--- config.mk ---
export PLATFORM = sky130hd
export DESIGN_NAME = register_file
export DESIGN_NICKNAME = d
export VERILOG_FILES = /design/src/rtl/register_file_pkg.sv /design/src/rtl/register_file_write_decoder.sv /design/src/rtl/register_file.sv
export SDC_FILE = /design/constraint.sdc
export NUM_CORES = 2
export LEC_CHECK = 0
export CAP_MARGIN = 20
export CELL_PAD_IN_SITES_DETAIL_PLACEMENT = 0
export CELL_PAD_IN_SITES_GLOBAL_PLACEMENT = 2
export CORE_ASPECT_RATIO = 0.9
export CORE_MARGIN = 2
export CORE_UTILIZATION = 47
export DETAILED_ROUTE_END_ITERATION = 16
export PLACE_DENSITY = 0.89
export REMOVE_ABC_BUFFERS = 1
export SLEW_MARGIN = 20
export SYNTH_ARGS = -nofsm -noshare
export SYNTH_HDL_FRONTEND = slang
export SYNTH_SLANG_ARGS = --single-unit
--- constraint.sdc ---
create_clock -name Clk -period 4.5 [get_ports Clk]
set_clock_uncertainty 0.05 [all_clocks]
set_input_delay 1.35 -clock Clk [delete_from_list [all_inputs] [get_ports Clk]]
set_output_delay 1.35 -clock Clk [all_outputs]
set_load 0.005 [all_outputs]
--- src/rtl/register_file_pkg.sv ---
// Shared constants and types for the MIPS-style general-purpose register file.
package register_file_pkg;

  localparam int unsigned DATA_W   = 32;
  localparam int unsigned ADDR_W   = 5;
  localparam int unsigned NUM_REGS = 2 ** ADDR_W;
  localparam int unsigned ZERO_REG = 0;

  typedef logic [ADDR_W-1:0] reg_addr_t;
  typedef logic [DATA_W-1:0] reg_data_t;

endpackage

--- src/rtl/register_file_write_decoder.sv ---
// Turns a write address plus enable into a one-hot per-register write strobe.
module register_file_write_decoder #(
  parameter int unsigned ADDR_W   = register_file_pkg::ADDR_W,
  parameter int unsigned NUM_REGS = register_file_pkg::NUM_REGS
) (
  input  logic [ADDR_W-1:0]   writeRegister,
  input  logic                regWrite,
  output logic [NUM_REGS-1:0] writeEn
);
  import register_file_pkg::*;

  always_comb begin
    writeEn = '0;
    for (int i = 0; i < int'(NUM_REGS); i++) begin
      writeEn[i] = regWrite && (writeRegister == ADDR_W'(i));
    end
    // The zero register is hardwired, so it never takes a write.
    writeEn[ZERO_REG] = 1'b0;
  end

endmodule

--- src/rtl/register_file.sv ---
// Two-read, one-write register file; reads are combinational, writes commit on the rising edge.
module register_file #(
  parameter int unsigned DATA_W   = register_file_pkg::DATA_W,
  parameter int unsigned ADDR_W   = register_file_pkg::ADDR_W,
  parameter int unsigned NUM_REGS = register_file_pkg::NUM_REGS
) (
  input  logic              Clk,
  input  logic              Rst_n,
  input  logic [ADDR_W-1:0] ReadRegister1,
  input  logic [ADDR_W-1:0] ReadRegister2,
  input  logic [ADDR_W-1:0] WriteRegister,
  input  logic [DATA_W-1:0] WriteData,
  input  logic              RegWrite,
  output logic [DATA_W-1:0] ReadData1,
  output logic [DATA_W-1:0] ReadData2
);
  import register_file_pkg::*;

  logic [NUM_REGS-1:0] writeEn;
  logic [DATA_W-1:0]   regs [NUM_REGS];

  register_file_write_decoder #(
    .ADDR_W  (ADDR_W),
    .NUM_REGS(NUM_REGS)
  ) u_write_decoder (
    .writeRegister(WriteRegister),
    .regWrite     (RegWrite),
    .writeEn      (writeEn)
  );

  for (genvar g = 0; g < int'(NUM_REGS); g++) begin : g_regs
    always_ff @(posedge Clk or negedge Rst_n) begin
      if (!Rst_n) begin
        regs[g] <= '0;
      end else if (writeEn[g]) begin
        regs[g] <= WriteData;
      end
    end
  end

  // Address zero is forced to zero at the mux so the hardwired value never depends on storage.
  always_comb begin
    ReadData1 = '0;
    ReadData2 = '0;
    if (ReadRegister1 != ADDR_W'(ZERO_REG)) ReadData1 = regs[ReadRegister1];
    if (ReadRegister2 != ADDR_W'(ZERO_REG)) ReadData2 = regs[ReadRegister2];
  end

endmodule

======== After elaboration in Yosys (flattened, before gate mapping) ========
Index checks and enable logic that the tools add are counted.
storage, ports and cells
  bits in latches ......................... 0
  memory bits (read-only) ................. 0
  memories kept ........................... 0
  input port bits ......................... 50
  bits in registers ....................... 992
  output and inout bits ................... 64
  word-level logic and storage cells ...... 107
  memory bits (writable) .................. 0
cells by class
  reductions and logical operators ........ 33
  div/mod/pow operators ................... 0
  bitwise operators ....................... 2
  mux-type cells .......................... 8
  eq/ne operators ......................... 31
  $mul .................................... 0
  $lt $le $gt $ge ......................... 2
  $add $sub $neg .......................... 0
  shift-type cells ........................ 0
operators with widths
  kind                                                                    number
  32-bit binary-select mux with 5-bit select                              2
  32-bit two-way mux                                                      6
  5-bit equality test (second input constant)                             16
  5-bit by 4-bit equality test with 1-bit output (second input constant)  8
  1-bit logical AND                                                       31
  5-bit by 3-bit equality test with 1-bit output (second input constant)  4
  6-bit >= comparator (second input constant)                             2
  5-bit inverter with 6-bit output                                        2
  5-bit by 2-bit equality test with 1-bit output (second input constant)  2
  5-bit nonzero test                                                      2
  5-bit by 1-bit equality test with 1-bit output (second input constant)  1

======== Longest topological paths before layout ========
  depth in word-level cells ............... 5
  depth in mapped cells ................... 9
  depth with buffers taken out ............ 4

======== Hierarchy ========
From an unflattened synthesis, not the netlist that was laid out.
unflattened totals
  cells, all modules ...................... 3,534
  area total of the unflattened synthesis .. 54,290.8 µm²
modules (own cells, without submodules)
  module                       times used  seq. area each (µm²)  cells an instance  area an instance (µm²)
  register_file                1           25,624.6              3,486              54,053.1
  register_file_write_decoder  1           0.0                   48                 237.7

======== Least setup slack after synthesis ========
Ideal clock, no wire load.
  kind .................................... input to output
  from .................................... input ReadRegister2[0]
  to ...................................... output ReadData2[11]
  buffers on the path ..................... 3
  setup slack ............................. 0.268 ns
  arrival time ............................ 2.832 ns
  data required time ...................... 3.100 ns
  cell stages on the path ................. 6
  cell sequence ........................... buf_2 -> buf_4 -> buf_2 -> mux4_2 -> a22oi_1 -> o211ai_1
on the way
  word-level cells in the longest chain between the ends .. 5
  elaborated cells between the ends (all ways) .. 6
  classes of those cells .................. 4 x mux; 1 x bitwise; 1 x reduce/logical
RTL lines
  element                                                 line                 RTL
  start, declared                                         register_file.sv:10  input logic [ADDR_W-1:0] ReadRegister2,
  5-bit inverter with 6-bit output (implied by the code)  register_file.sv:46  if (ReadRegister2 != ADDR_W'(ZERO_REG)) ReadData2 = regs[ReadRegister2];
  32-bit binary-select mux with 5-bit select              register_file.sv:46
  32-bit two-way mux (implied by the code) (2 in a row)   register_file.sv:46
  32-bit two-way mux (*)                                  register_file.sv:46
  end, declared                                           register_file.sv:15  output logic [DATA_W-1:0] ReadData2
Every way passes the cells marked *; elsewhere a longest branch is shown, timed or not. The select of a mux whose other input is x is not followed.

======== Worst setup path after layout ========
  from .................................... input ReadRegister2[0]
  to ...................................... output ReadData2[7]
Same word-level chain as after synthesis.

==> results.md <==
* Die W at about 360 um
* FF-to-FF path depth at 1
* CTS tree: yes
* Crit share post-route at 101%
* Setup ws final at -0.0294 ns
* Crit Reg-Reg Endpoint: regs[101]
* Synth warn at 0
* Final WL at around 180000 um
* Slew Limit Fails at 0
* Die Height at ~320 um
* Compound-gate portion of the synthesized area at around 5.0%
* Synth Area in Adders at 0%
* Seq pwr share at approximately 44%
* Mux contribution to synthesized area at between 40% and 50%
* Share of cells above drive strength 1 at about three fifths
* Core area at between 0.1 and 0.15 mm2
* Hold path start: regs[563]
* Register area at approximately 0.025 mm2
* H-tree level count at 3
* Clk Latency, worst-skew pair at approximately 0.7 ns
* WHS Endpoint: regs[563]
* Post-Synth Simple-Gate Area at between 2 and 3%
* Internal Power at 19.9 mW
* Synthesized area per cell at 14.7 um2
* Synth-to-Final Area Change at 22.9%
* Port buffer count at 113
* CTS root buf: clkbuf_16
* Clock Path Buffers at 3
* Initial antenna violation count at 7
* Post-route minimum period at 4.53 ns
* Post-route ant nets at 0
* Final Hold Fails at 0
* Sink Count at 992
* Initial Util at between 40% and 50%
* Startpoint Class: input port
* TritonRoute pass-1 iters at 6
* Hold Buf Count CTS at 0
* Yosys top cell by area: dfrtp_1
* Flop2flop setup slack at 3.60 ns
* Pre-CTS WS at -0.921 ns
* #FFs+latches synth at 992
* Asr flop ratio synth at between 90% and 100%
* Layout Cells excl Fill at 5485
* Leak pwr at between 20 and 30 nW
* Worst endpoint data arrival time at 3.13 ns
* Max reg flops at just under 1k
* Largest family of logic cells by synthesized area: multiplexers
* Crit end category: output port
* Top cells by area, synth: dfrtp_1, mux2_2, mux4_2
* DR WL/cell at roughly 33 um
* Pwr/cell area at 424 mW/mm2
* Switching power at between 7 and 8 mW
* GR Util All Layers at 31.6%
* Die area at between 0.1 and 0.15 mm2
* Worst Max-Slew Pin Slew at roughly 1.1 ns
* Clock power share at 34.1%
* Num CTS Buffers at roughly 110
* Failing checks: setup timing
* Max transition margin at about a quarter
* Post-synth EDFFs at 0
* Cells after Synth at 3571
* Unrepaired setup endpoints after global routing: true
* Area of the multi-input gates at between 0.02 and 0.03 mm2
* Residual DRC count at 0
* Maxcap violations at 0
* Crit path kind: input port to output port
* Post-synth top area share at 47.3%
* Top Registers: regs: 992 flops
* Maximum vdd ir drop at around 360 uV
* Sequential area share after synthesis at approximately 47%
* Cell variety after synth at 47
* Outcome: complete, but fails checks
* Leading register cell type out of synthesis: dfrtp_1
* Synth Cell Area at between 0.05 and 0.06 mm2
* IO Pins at 114
* Max Clock Freq at roughly 0.22 GHz
* Drt via density at just under 7
* Violation count after the first detailed-route iteration at 4254
* Hold Path Class: flip-flop to flip-flop
* CTS clock-pin slew for the worst setup and hold paths at ~0.060 ns
* Via count of the routed design at between 30k and 40k
* Post-layout net count at between 3k and 4k
* Combinational share of power at ~22%
* # rows at between 100 and 150
* Hold Path Stages at 1
* Vias in the first global route at about 38k
* FF-to-FF Start: regs[101]
* Xor/xnor share of the synthesized area at 0%
* Register with the most flip-flops: regs
* CP required at between 3 and 4 ns
* Setup violators final at 1
* CP Max Fanout at 8
* GPL Wtd Cong at 0.838
* Fill count at roughly 8.5k
* Pin count of the biggest net entering global routing at 99
* Overflow after GRT at 0
* DP Cell Count at slightly above 5k
* First-pass GRT wire length at 264000 um
* Detailed Place HPWL at between 100000 and 150000 um
* Switching Fraction at 27.4%
## power groups by stage
stage	clock network [mW]	logic, mW	registers, mW
global placement	0	5.52	12.0
CTS	9.42	5.92	11.9
floorplan	0	3.64	11.6
global route	9.79	6.35	12.2
detailed placement	0	5.63	12.1
finish	9.33	6.00	12.0
## how the worst max path moves through the flow
stage	start	to	slack (ns)	cells after the start
final	ReadRegister2[0]	ReadData2[7]	-0.03	7
after global placement	ReadRegister1[4]	ReadData1[13]	-0.91	9
after CTS	ReadRegister1[0]	ReadData1[28]	-0.09	10
after detailed placement	ReadRegister1[4]	ReadData1[13]	-0.92	9
after global routing	ReadRegister2[1]	ReadData2[28]	-0.06	8
after floorplan	ReadRegister1[1]	ReadData1[0]	0.007	4
## layout make-up
type | instances | area share (%)
clock buffers | 153 | 4.87
multi-input cells | 2185 | 41.5
inverters | 3 | 0.0175
diodes | 3 | 0.0116
flip-flops and latches | 992 | 38.5
repair buffers | 636 | 11.5
well taps | 1475 | 2.86
clock inverters | 38 | 0.828
## worst max-delay path: stages
cell	delay (ns)
buf_16	0.17
buf_12	0.15
mux4_2	0.50
a22o_1	0.23
a31oi_2	0.19
o211ai_1	0.29
buf_2	0.23
## Yosys cell counts (3+ instances only)
cell	count
nor3_1	36
o22ai_1	64
mux2_2	1038
or3_1	3
mux4_2	383
nand2b_1	31
inv_1	3
nand2_1	37
nand4_1	23
dfrtp_1	992
a211oi_1	3
a31oi_1	11
clkbuf_1	176
a21oi_1	21
a221o_1	23
nand3_1	52
mux2i_1	130
nor2_1	53
buf_6	5
o31a_1	31
buf_4	33
a22oi_1	121
mux2_1	21
o21ai_0	8
nor2b_1	16
buf_2	171
a22o_1	9
a221oi_1	40
buf_1	5
nand4b_1	3
o211ai_1	9
## cells by family (layout without fill, tap and decap cells)
family / Yosys count / after routing
AOI/OAI and AO/OA: 347 / 347
buffers and inverters: 394 / 830
DFF: 992 / 992
muxes: 1572 / 1572
other: 0 / 3
and+or+nand+nor: 266 / 266
## cell usage in the layout, fill, tap and decap left out, drive strengths merged, types with 31 or more instances in the layout
| cell type | instances |
|---|---|
| clkbuf | 167 |
| nand3 | 52 |
| o22ai | 64 |
| nor3 | 37 |
| nor2 | 53 |
| buf | 559 |
| a221oi | 40 |
| clkdlybuf4s50 | 33 |
| mux4 | 383 |
| mux2 | 1059 |
| nand2b | 31 |
| a22oi | 121 |
| o31a | 31 |
| mux2i | 130 |
| nand2 | 37 |
| dfrtp | 992 |
## what timing repair did
| action | CTS | global route |
|---|---|---|
| gates cloned | 18 | 3 |
| endpoints found under the setup margin | 64 | 53 |
| pin swaps | 90 | 50 |
| resized for setup | 359 | 86 |
| buffers inserted | 124 | 21 |
| endpoints found under the hold margin | 0 | 0 |
## through the flow
step           util (%)  setup TNS, ns  cell area (um2)  total power [mW]  hold slack, ns
5_1_grt            58.1         -0.219            64500              28.4           0.478
2_1_floorplan         -              0            50700              15.2           0.420
6_report           58.1        -0.0294            64500              27.4           0.462
4_1_cts            57.9         -0.452            64300              27.3           0.455
3_5_place_dp       52.4         -29.48            58200              17.7           0.442
3_3_place_gp       52.4         -30.45            58200              17.5           0.437
## per-layer routing
| layer | routed length [um] | track usage [%] | vias to the layer above |
|---|---|---|---|
| li1 | - | - | 14600 |
| met1 | 75300 | 45.9 | 19900 |
| met2 | 80700 | 46.8 | 1986 |
| met3 | 18000 | 7.02 | 417 |
| met4 | 6820 | 11.4 | 8 |
| met5 | 53 | 0 | - |
(Power assumes the default switching activity.)
